$ cat src/rtl/uart_pkg.sv
// ---------------------------------------------------------------------------
// uart_pkg
// Shared definitions for the uart receive-side FIFO slice.
//   rx_state_e     : states of the unload FSM in uart_rx_fifo
//   DEFAULT_DATA_W : default byte width, matches the uart rx_data bus
//   clog2()        : ceiling log2, used to size pointers and occupancy counts
// ---------------------------------------------------------------------------
package uart_pkg;

  typedef enum logic [2:0] {
    IDLE      = 3'd0,
    UNLOAD    = 3'd1,
    CAPTURE   = 3'd2,
    DISCARD   = 3'd3,
    CAPTURE_D = 3'd4
  } rx_state_e;

  localparam int DEFAULT_DATA_W = 8;

  // Ceiling log2 as a constant function so port widths can be derived from
  // parameters. clog2(1) = 0, clog2(16) = 4, clog2(17) = 5.
  function automatic int clog2(input int unsigned value);
    int unsigned remaining;
    int          bits;
    remaining = (value > 0) ? value - 1 : 0;
    bits      = 0;
    for (int i = 0; i < 32; i++) begin
      if (remaining != 0) begin
        bits++;
        remaining = remaining >> 1;
      end
    end
    return bits;
  endfunction

endpackage

$ cat src/rtl/sync_fifo.sv
// ---------------------------------------------------------------------------
// sync_fifo
// Single-clock first-word-fall-through FIFO: rd_data always shows the head
// entry while empty is low, and advances on the cycle after a read.
// Ports:
//   clk, reset_n      : clock, synchronous active-low reset
//   wr_en, wr_data    : push wr_data when wr_en and not full
//   rd_en, rd_data    : pop the head when rd_en and not empty
//   count             : current occupancy, 0..DEPTH
//   full, empty       : count == DEPTH / count == 0
// ---------------------------------------------------------------------------
module sync_fifo
  import uart_pkg::*;
#(
  parameter  int DATA_W = DEFAULT_DATA_W,
  parameter  int DEPTH  = 16,
  localparam int PTR_W  = clog2(DEPTH),
  localparam int CNT_W  = clog2(DEPTH + 1)
) (
  input  logic              clk,
  input  logic              reset_n,
  input  logic              wr_en,
  input  logic [DATA_W-1:0] wr_data,
  input  logic              rd_en,
  output logic [DATA_W-1:0] rd_data,
  output logic [CNT_W-1:0]  count,
  output logic              full,
  output logic              empty
);

  localparam logic [CNT_W-1:0] FULL_COUNT = CNT_W'(DEPTH);

  logic [DATA_W-1:0] mem_q [DEPTH];
  logic [PTR_W-1:0]  wr_ptr_q, wr_ptr_d;
  logic [PTR_W-1:0]  rd_ptr_q, rd_ptr_d;
  logic [CNT_W-1:0]  count_q, count_d;
  logic              do_wr;
  logic              do_rd;

  assign full    = (count_q == FULL_COUNT);
  assign empty   = (count_q == '0);
  assign count   = count_q;
  assign rd_data = mem_q[rd_ptr_q];

  // Requests against a full or empty FIFO are ignored, so the count can
  // never wrap in either direction.
  assign do_wr = wr_en && !full;
  assign do_rd = rd_en && !empty;

  // Pointers are exactly PTR_W bits wide; DEPTH is a power of two so they
  // wrap on their own.
  always_comb begin
    wr_ptr_d = wr_ptr_q;
    rd_ptr_d = rd_ptr_q;
    count_d  = count_q;
    if (do_wr) begin
      wr_ptr_d = wr_ptr_q + PTR_W'(1);
    end
    if (do_rd) begin
      rd_ptr_d = rd_ptr_q + PTR_W'(1);
    end
    case ({do_wr, do_rd})
      2'b10:   count_d = count_q + CNT_W'(1);
      2'b01:   count_d = count_q - CNT_W'(1);
      default: count_d = count_q;
    endcase
  end

  always_ff @(posedge clk) begin
    if (!reset_n) begin
      wr_ptr_q <= '0;
      rd_ptr_q <= '0;
      count_q  <= '0;
    end else begin
      wr_ptr_q <= wr_ptr_d;
      rd_ptr_q <= rd_ptr_d;
      count_q  <= count_d;
    end
  end

  // Storage is not reset; the write is still blocked while reset_n is low
  // so a reset never leaves a half-committed entry behind.
  always_ff @(posedge clk) begin
    if (reset_n && do_wr) begin
      mem_q[wr_ptr_q] <= wr_data;
    end
  end

endmodule

$ cat src/rtl/uart_rx_fifo.sv
// ---------------------------------------------------------------------------
// uart_rx_fifo
// Unloads received bytes from the uart as soon as they arrive and buffers
// them in a FIFO, presenting them to user logic as a valid/ready stream.
// Ports:
//   clk, reset_n     : clock (also the uart rxclk), synchronous active-low reset
//   rx_empty         : from uart, 0 while a byte is waiting
//   rx_data          : from uart, valid the cycle after uld_rx_data
//   uld_rx_data      : to uart, registered one-cycle unload pulse
//   m_data, m_valid  : head of FIFO (fall-through) and non-empty flag
//   m_ready          : consumer pops when m_valid && m_ready
//   count            : FIFO occupancy
//   overflow         : sticky, a byte was unloaded and dropped while full
//   clr_overflow     : clears overflow (a simultaneous drop wins)
// ---------------------------------------------------------------------------
module uart_rx_fifo
  import uart_pkg::*;
#(
  parameter  int DATA_W         = DEFAULT_DATA_W,
  parameter  int DEPTH          = 16,
  parameter  bit DROP_WHEN_FULL = 1'b1,
  localparam int CNT_W          = clog2(DEPTH + 1)
) (
  input  logic              clk,
  input  logic              reset_n,
  input  logic              rx_empty,
  input  logic [DATA_W-1:0] rx_data,
  output logic              uld_rx_data,
  output logic [DATA_W-1:0] m_data,
  output logic              m_valid,
  input  logic              m_ready,
  output logic [CNT_W-1:0]  count,
  output logic              overflow,
  input  logic              clr_overflow
);

  rx_state_e state_q, state_d;
  logic      uld_q, uld_d;
  logic      overflow_q, overflow_d;
  logic      fifo_wr;
  logic      fifo_full;
  logic      fifo_empty;
  logic      pop;

  assign uld_rx_data = uld_q;
  assign overflow    = overflow_q;
  assign m_valid     = !fifo_empty;
  assign pop         = m_valid && m_ready;

  // Unload FSM. A slot is effectively reserved the moment UNLOAD is chosen:
  // nothing else writes the FIFO until CAPTURE completes and pops can only
  // free space, so the captured byte always fits.
  always_comb begin
    state_d    = state_q;
    fifo_wr    = 1'b0;
    overflow_d = overflow_q;
    if (clr_overflow) begin
      overflow_d = 1'b0;
    end
    case (state_q)
      IDLE: begin
        if (!rx_empty) begin
          if (!fifo_full) begin
            state_d = UNLOAD;
          end else if (DROP_WHEN_FULL) begin
            state_d = DISCARD;
          end
        end
      end
      UNLOAD: begin
        state_d = CAPTURE;
      end
      CAPTURE: begin
        if (rx_empty) begin
          fifo_wr = 1'b1;
          state_d = IDLE;
        end
      end
      DISCARD: begin
        overflow_d = 1'b1;
        state_d    = CAPTURE_D;
      end
      CAPTURE_D: begin
        if (rx_empty) begin
          state_d = IDLE;
        end
      end
      default: begin
        state_d = IDLE;
      end
    endcase
    // The pulse is registered alongside the state, so it is high exactly
    // for the single cycle spent in UNLOAD or DISCARD.
    uld_d = (state_d == UNLOAD) || (state_d == DISCARD);
  end

  always_ff @(posedge clk) begin
    if (!reset_n) begin
      state_q    <= IDLE;
      uld_q      <= 1'b0;
      overflow_q <= 1'b0;
    end else begin
      state_q    <= state_d;
      uld_q      <= uld_d;
      overflow_q <= overflow_d;
    end
  end

  sync_fifo #(
    .DATA_W (DATA_W),
    .DEPTH  (DEPTH)
  ) u_fifo (
    .clk     (clk),
    .reset_n (reset_n),
    .wr_en   (fifo_wr),
    .wr_data (rx_data),
    .rd_en   (pop),
    .rd_data (m_data),
    .count   (count),
    .full    (fifo_full),
    .empty   (fifo_empty)
  );

endmodule

$ cat config.mk
export PLATFORM = sky130hd
export DESIGN_NAME = uart_rx_fifo
export DESIGN_NICKNAME = d
export VERILOG_FILES = /design/src/rtl/uart_pkg.sv /design/src/rtl/sync_fifo.sv /design/src/rtl/uart_rx_fifo.sv
export SDC_FILE = /design/constraint.sdc
export NUM_CORES = 1
export LEC_CHECK = 0
export ABC_AREA = 1
export ABC_CLOCK_PERIOD_IN_PS = 6900
export CAP_MARGIN = 20
export CORE_MARGIN = 10
export CORE_UTILIZATION = 55
export DETAILED_ROUTE_END_ITERATION = 8
export PLACE_DENSITY = 0.69
export SYNTH_ARGS = -nofsm -noshare
export SYNTH_HDL_FRONTEND = slang
export SYNTH_HIERARCHICAL = 1
export SYNTH_SLANG_ARGS = --single-unit
export TNS_END_PERCENT = 100
$ cat constraint.sdc
create_clock -name clk -period 6.9 [get_ports clk]
set_input_delay 1.38 -clock clk [delete_from_list [all_inputs] [get_ports clk]]
set_output_delay 1.38 -clock clk [all_outputs]
set_load 0.02 [all_outputs]
== Yosys cells after proc, flatten, opt, wreduce, memory -nomap -nowiden ==
Memory sizes are Yosys's and may differ from the RTL's. A register that Yosys moved wholly into a read port is not among the register bits.
Cells that the tools add are included.
W data, S select, Z words.
Word-level totals
  memories kept: 1
  output and inout bits: 16
  logic and storage cells: 45
  RAM bits: 128
  input bits: 13
  flip-flop bits (word level): 18
Memories
  u_fifo.mem_q: depth 16, width 8, read ports 1, clocked after Yosys merged registers in 1, write ports 1, RTL line sync_fifo.sv:33  | logic [DATA_W-1:0] mem_q [DEPTH];
Cells by class
  add/sub/neg operators: 4
  equal/unequal tests: 9
  multiplexer cells: 13
  reductions and logical operators: 12
Operators by type and width (number)
  $pmux W3 S4: 1
  $pmux W5 S2: 1
  $eq A3 B2 Y1 const B: 3
  $add A4 B1 Y4 const B: 2
  $mux W4: 2
  $eq A3 B1 Y1 const B: 2
  $mux W1: 6
  $mux W3: 2
  $add A5 B1 Y5 const B: 1
  $eq A5 B5 Y1 const B: 1
  $logic_not A5 Y1: 1
  $sub A5 B1 Y5 const B: 1
  $logic_and A1 B1 Y1: 4
  $reduce_bool A2 Y1: 2
  $eq A3 B3 Y1 const B: 1
  $logic_not A3 Y1: 1
  $eq A2 B1 Y1 const B: 1
  $eq A2 B2 Y1 const B: 1
  $logic_not A1 Y1: 2
  $mux W2: 1
  $reduce_or A2 Y1: 1
  $logic_or A1 B1 Y1: 1

== Depth between registers and ports, before layout ==
Gate-level depths: netlist of run 1.
  depth in word-level cells: 6
  mapped depth: 17
  depth with buffers taken out: 17

== Cells and area by module ==
The synthesis of run 1 kept the hierarchy.
By module, submodules not included
  sync_fifo: cells an instance 665, area an instance 6500.0 um2, times used 1, sequential area each 4184.0 um2
  uart_rx_fifo: cells an instance 31, area an instance 212.7 um2, times used 1, sequential area each 100.1 um2

== Least setup slack after synthesis of run 1 ==
No wires, ideal clock.
  kind: input to register
  start: in rx_empty
  end: reg u_fifo.count_q[4] (netlist: u_fifo/count[4])
  stages on the path: 10
  setup time: 0.109 ns
  buffers on the path: 0
  arrival: 3.144 ns
  setup slack: 3.647 ns
  data required time: 6.791 ns
  cells stage by stage: inv_1 nor4_1 nand2_2 ha_1 ha_1 or2_2 nand3_1 nand3_1 nand2_1 inv_1
Between the ends
  longest elaborated chain between the ends: 5
  elaborated cells on any way between the ends: 7
  classes of those cells: eq/ne: 2; mux: 3; reduce/logical: 2
Ends and longest elaborated chain
  start, declared: RTL line uart_rx_fifo.sv:26  | input logic rx_empty,
  $mux W1 *: RTL line uart_rx_fifo.sv:74  | if (rx_empty) begin
  $mux W1 *: RTL line uart_rx_fifo.sv:60  | case (state_q)
  net fifo_wr: RTL line uart_rx_fifo.sv:40  | logic fifo_wr;
  $logic_and A1 B1 Y1 *: RTL line sync_fifo.sv:47  | assign do_wr = wr_en && !full;
  $eq A2 B1 Y1 / $eq A2 B2 Y1 (equally long branches): RTL line sync_fifo.sv:62  | case ({do_wr, do_rd})
  $pmux W5 S2 / $reduce_bool A2 Y1 (equally long branches)
  end signal, assigned: RTL line sync_fifo.sv:77  | count_q <= count_d;
  end, declared: RTL line sync_fifo.sv:36  | logic [CNT_W-1:0] count_q, count_d;
The timed path passes the listed nets; every way through them passes the cells marked *.
A chain may end at the register's enable or synchronous reset.

==> results.txt, run 1 <==
Vias: 4700
Worst-path cell chain: inv_1, nand3_1, nand3_1, nand2_1, clkdlybuf4s50_1
Worst Path Arrival: 2.95 ns
Clk pin slew, worst setup/hold paths: 0.06 ns
Pwr Density: 360 nW/um^2
Syn Nets: 719
Reg power frac: 38.2%
Setup slack, reg-to-reg: 4.39 ns
Cell mode on critical path: nand3_1
CP Class: register to primary output
Root buffer cell: clkbuf_16
Io pins: 29
Critical path endpoint category: primary output
Die Area: 17000 sq um
H-Tree Depth: 4
WHS: 0.478 ns
Nets@finish: 743
RSZ-0062 raised after global routing: no
Initial DRC count: 570
Dpl ws: 2.72 ns
CP top delay family: buffers and inverters
Average wire per standard cell: 16.7 um
Final Cycle Share: 62.7%
Setup Buffers After CTS: 0
Antenna diodes: 0
Outcome: completed
Setup ws final: 2.57 ns
Grt ovf: 0
First-pass GRT wire length: 23.8 mm
Peak supply drop: 0.229 mV
Post-CTS Resized: 0
Sequential-to-total area share from yosys stat: 63.8%
DRC Markers: 0
Fmax: 0.231 GHz
Bufs on Longest Clock Path: 2
Synth Warn #: 6
Post-Route Skew: 0.00425 ns
Drt pass-1 iters: 5
Crit path max fanout: 17
Wirelength, routed: 14.7 mm
Post-route cell area: 7590 sq um
Switching part of the total: 33.1%
Final core utilization: 63.5%
Mean Syn Cell Area: 9.64 sq um
Setup TNS: 0 ns
Slew at the pin closest to its max-slew limit: 0.949 ns
Min-Delay Path Class: register to register
Commonest non-fill, non-tap cell in the layout: nand2_1
DIE WIDTH: 130 um
Pint: 1.83 mW
Slew HR: 36.5%
Setup crit start kind: register
P_sw: 906 uW
Starting Density: 56.1%
DP HPWL: 9.18 mm
Max Slew Vio Count: 0
CTS tree: done
Post-CTS Hold Buffers: 0
Dpl cells: 847
CP max stage cell: dfxtp_1
WP buf/inv: 2
Die height: 130 um
Clock Sinks: 150
Synthesis-to-finish area growth: 13.1%
Vias per inst: 5.35
Max incr delay on CP: 0.84 ns
Num CTS Buffers: 17
Final setup violation count: 0
Antenna violation net count after detailed routing: 0
Mapped Area: 6710 sq um
Clock power frac: 31.4%
Cells after synthesis: 696
Total Power: 2.73 mW
Tmin final: 4.33 ns
Register bit count reported by yosys: 150
Total GRT Usage: 18.3%
Cell Area, Placed: 7030 sq um
Vias in the first global route: 4741
GP Congestion: 0.808
I/O Buffers: 28
Share of layout cells above drive strength 1: 5.74%
Yosys cell types: 25
Max-capacitance violation count: 0
Most frequent cells in the layout: nand2_1 (196), edfxtp_1 (128), inv_1 (126)
Fin cells: 879
Core ar.: 12000 sq um
Antenna violations before repair: 0
CP required: 5.52 ns
Part of the power in combinational logic: 30.4%
Lkg Pwr: 3.23 nW
Final Hold Viols: 0
Largest net degree at the start of global routing: 66
Row count: 40
Clock latency on the worst-skew pair: 0.42 ns
-- sequential cells by signal, summed over array words and instances, names as in the netlist, named ones only --
register and cells:
u_fifo/mem_q 128, u_fifo/count 5, u_fifo/rd_ptr_q 4, u_fifo/wr_ptr_q 4, state_q 3, overflow 1, uld_rx_data 1
-- cell families (layout without fill, tap and decap cells) --
| logic type | Yosys count | after routing | synth area share [%] |
|---|---|---|---|
| adder cells (fa/ha/maj) | 10 | 10 | 1.98 |
| AND/OR/NAND/NOR | 362 | 362 | 22.9 |
| buffers and inverters | 156 | 192 | 9.77 |
| XOR/XNOR | 3 | 3 | 0.391 |
| AO/OA/AOI/OAI | 15 | 15 | 1.12 |
| flip-flops | 150 | 150 | 63.8 |
-- per-layer routing --
layer	track usage (%)	share of wire (%)
met2	31.2	50
met5	0	0
met1	22.3	42
met4	7.19	1.6
met3	4.11	6.9
-- synthesized netlist by cell type --
library cell | count | area, sq um
nand3_1 | 110 | 551
a21oi_1 | 9 | 45.0
nand4_1 | 1 | 6.26
xnor2_1 | 1 | 8.76
nand3_2 | 2 | 20.0
o21ai_0 | 6 | 30.0
nor4_1 | 1 | 6.26
clkbuf_1 | 1 | 3.75
buf_4 | 1 | 7.51
buf_2 | 17 | 85.1
ha_1 | 9 | 113
edfxtp_1 | 128 | 3840
inv_2 | 4 | 15.0
nand2_1 | 196 | 736
xor2_1 | 2 | 17.5
buf_6 | 6 | 67.6
dfxtp_1 | 22 | 440
buf_1 | 1 | 3.75
nor2_1 | 41 | 154
nor3_1 | 2 | 10.0
inv_1 | 126 | 473
nand2_2 | 6 | 37.5
fa_1 | 1 | 20.0
nor2_2 | 2 | 12.5
or2_2 | 1 | 6.26
-- power groups by stage --
stage	clock network [mW]	logic (mW)	registers (mW)
5_1_grt	0.906	0.920	1.05
2_1_floorplan	0	0.563	1.07
4_1_cts	0.866	0.819	1.04
3_3_place_gp	0	0.795	1.06
6_report	0.860	0.830	1.04
3_5_place_dp	0	0.814	1.06
-- worst register-to-register path, delay by kind of cell, from the launching register on --
kind,cells,cell delay (ns)
DFF,1,0.37
and+or+nand+nor,4,1.51
buffers and inverters,2,0.25
-- cell type report --
type,count,area (sq um)
clock buffers,19,433
clock inverters,12,111
fillers,967,4370
inverters,130,488
multi-input cells,390,1770
flip-flops and latches,150,4290
well taps,147,184
repair buffers,31,315
-- final timing paths --
path / startpoint / end / cells after the start
max: register / m_data[0] / 5
min: overflow / overflow / 2
max reg2reg: state_q[1] / u_fifo/mem_q[14][1] / 6
min reg2reg: overflow / overflow / 2
No activity file was read; power rests on OpenSTA's default activity.
==> run 2, diff against run 1 <==
Settings changed: ABC_CLOCK_PERIOD_IN_PS 6900 to 3700, CORE_UTILIZATION 55 to 54, PLACE_DENSITY 0.69 to 0.71.
Clock period 6.9 ns to 3.7 ns, I/O delays scaled along.
==> results.txt, run 2 (synthesized netlist as in run 1, its figures left out) <==
Peak supply drop: 0.454 mV (was 0.229 mV)
Bufs on Longest Clock Path: 2 (unchanged)
Hold depth: 2 (unchanged)
Wirelength, routed: 14.5 mm (was 14.7 mm)
CTS tree: done (unchanged)
CP top delay family: buffers and inverters (unchanged)
Total GRT Usage: 17.3% (was 18.3%)
Antenna diodes: 0 (unchanged)
Largest net degree at the start of global routing: 65 (was 66)
WP buf/inv: 3 (was 2)
Vias: 4686 (was 4700)
P_sw: 1.64 mW (was 906 uW)
Initial DRC count: 580 (was 570)
Fmax: 0.299 GHz
Vias in the first global route: 4610 (was 4741)
Num CTS Buffers: 17 (unchanged)
I/O Buffers: 28 (unchanged)
Most frequent cells in the layout: nand2_1 (196), edfxtp_1 (128), inv_1 (126) (unchanged)
Dpl ws: 0.615 ns (was 2.72 ns)
Root buffer cell: clkbuf_16 (unchanged)
Commonest non-fill, non-tap cell in the layout: nand2_1 (unchanged)
Min-Delay Path Class: register to register (unchanged)
Tmin final: 3.34 ns
Total Power: 4.99 mW (was 2.73 mW)
Drt pass-1 iters: 5 (unchanged)
Max-capacitance violation count: 0 (unchanged)
DP HPWL: 9.26 mm (was 9.18 mm)
Grt ovf: 0 (unchanged)
Outcome: completed (unchanged)
Io pins: 29 (unchanged)
RSZ-0062 raised after global routing: no (unchanged)
Worst Path Arrival: 2.60 ns (was 2.95 ns)
Fin cells: 913 (was 879)
Post-Route Skew: 0.00661 ns (was 0.00425 ns)
Clk pin slew, worst setup/hold paths: 0.05 ns (was 0.06 ns)
Row count: 40 (unchanged)
Nets@finish: 757 (was 743)
Final Hold Viols: 0 (unchanged)
Top reg by flops: u_fifo/mem_q (unchanged)
Critical path endpoint category: primary output (unchanged)
Crit path max fanout: 33 (was 17)
Reg2reg start: u_fifo/count[4] (was state_q[1])
Pwr Density: 650 nW/um^2 (was 360 nW/um^2)
RR Endpoint: u_fifo/count[4] (was u_fifo/mem_q[14][1])
Reg2reg path depth: 17 (was 6)
Max incr delay on CP: 0.60 ns (was 0.84 ns)
Setup slack, reg-to-reg: 1.18 ns (was 4.39 ns)
Core ar.: 12100 sq um (was 12000 sq um)
Slew at the pin closest to its max-slew limit: 0.743 ns (was 0.949 ns)
Max Slew Vio Count: 0 (unchanged)
Starting Density: 55.4% (was 56.1%)
DIE WIDTH: 131 um (was 130 um)
CP required: 2.96 ns (was 5.52 ns)
Share of layout cells above drive strength 1: 7.11% (was 5.74%)
Synthesis-to-finish area growth: 14.4% (was 13.1%)
Pint: 3.35 mW (was 1.83 mW)
Final Cycle Share: 90.4%
CP max stage cell: clkdlybuf4s50_1 (was dfxtp_1)
Post-CTS Hold Buffers: 0 (unchanged)
Lkg Pwr: 3.29 nW (was 3.23 nW)
Final setup violation count: 0 (unchanged)
Average wire per standard cell: 15.9 um (was 16.7 um)
Worst Hold End: overflow (unchanged)
Die Area: 17300 sq um (was 17000 sq um)
GP Congestion: 0.885 (was 0.808)
CP Class: register to primary output (unchanged)
Max FFs per register: 128 (unchanged)
Post-CTS Resized: 0 (unchanged)
Clock power frac: 30.0% (was 31.4%)
Reg power frac: 39.1% (was 38.2%)
Part of the power in combinational logic: 30.9% (was 30.4%)
H-Tree Depth: 4 (unchanged)
Switching part of the total: 32.9% (was 33.1%)
Cell mode on critical path: nand2_1 (was nand3_1)
Clock Sinks: 150 (unchanged)
Setup TNS: 0 ns (unchanged)
Setup crit start kind: register (unchanged)
Hold Startpoint: overflow (unchanged)
Dpl cells: 883 (was 847)
Antenna violation net count after detailed routing: 0 (unchanged)
Setup ws final: 0.356 ns (was 2.57 ns)
Antenna violations before repair: 0 (unchanged)
Slew HR: 50.3% (was 36.5%)
Clock latency on the worst-skew pair: 0.42 ns (about the same)
DRC Markers: 0 (unchanged)
First-pass GRT wire length: 23.8 mm (about the same)
Setup Buffers After CTS: 0 (unchanged)
Die height: 131 um (was 130 um)
Worst-path cell chain: inv_2, buf_12, nand2_1, nand2_1, nand2_1, nand3_1, nand3_1, nand2_1, clkdlybuf4s50_1 (was inv_1, nand3_1, nand3_1, nand2_1, clkdlybuf4s50_1)
Vias per inst: 5.13 (was 5.35)
run 2: cell types whose count changed in the layout (fill, tap and decap cells not counted), sizes merged:
| cell | delta |
|---|---|
| buf | +14 |
| clkbuf | +4 |
| clkinv | -2 |
| bufinv | -1 |
| clkinvlp | -1 |
| inv | -1 |
run 2: worst max-delay path by stage:
stage	from	end	slack, ns	cells past startpoint
global route	register	m_data[6]	0.21	9
CTS	register	m_data[5]	0.36	9
detailed placement	rx_empty	u_fifo/count[4]	0.61	12
finish	register	m_data[4]	0.36	9
global placement	rx_empty	u_fifo/count[4]	0.66	12
floorplan	rx_empty	u_fifo/count[4]	1.09	10
run 2: power by group through the flow:
| stage | combinational, mW | sequential, mW | clock (mW) |
|---|---|---|---|
| final | 1.54 | 1.95 | 1.50 |
| after global routing | 1.71 | 1.96 | 1.59 |
| after CTS | 1.54 | 1.95 | 1.52 |
| after detailed placement | 1.53 | 1.99 | 0 |
| after global placement | 1.49 | 1.98 | 0 |
| after floorplan | 1.05 | 2.00 | 0 |
run 2: worst min-delay path, delay by kind of cell (launching register included):
| family | cells | cell delay (ns) |
|---|---|---|
| AND/OR/NAND/NOR | 1 | 0.06 |
| AO/OA/AOI/OAI | 1 | 0.06 |
| flip-flops | 1 | 0.32 |
run 2: cell type report:
class	count	area (sq um)
Fill cell	974	4430
Sequential cell	150	4290
Multi-Input combinational cell	390	1770
Inverter	130	488
Clock buffer	23	448
Timing Repair Buffer	45	420
Tap cell	168	210
Clock inverter	7	57.6
run 2: per-layer routing:
layer | global-route usage, % | part of all wire (%) | vias up
li1 | - | - | 2294
met1 | 21.5 | 43 | 2208
met2 | 28.3 | 49 | 168
met3 | 4.34 | 6.8 | 16
met4 | 6.92 | 1.3 | 0
met5 | 0 | 0 | -
run 2: stage by stage:
stage | util (%) | hold WS (ns) | cell area [sq um]
final | 63.4 | 0.485 | 7680
after global routing | 63.4 | 0.503 | 7680
after CTS | 63.4 | 0.488 | 7680
after detailed placement | 59.3 | 0.478 | 7180
after global placement | 59.3 | 0.460 | 7180
after floorplan | - | 0.478 | 6710
==> run 3, diff against run 2 <==
Settings changed: CAP_MARGIN 20 to 40, CTS_CLUSTER_SIZE set to 40.
==> results of run 3 <==
No change in the layout: final DEF, timing and power equal those of run 2.
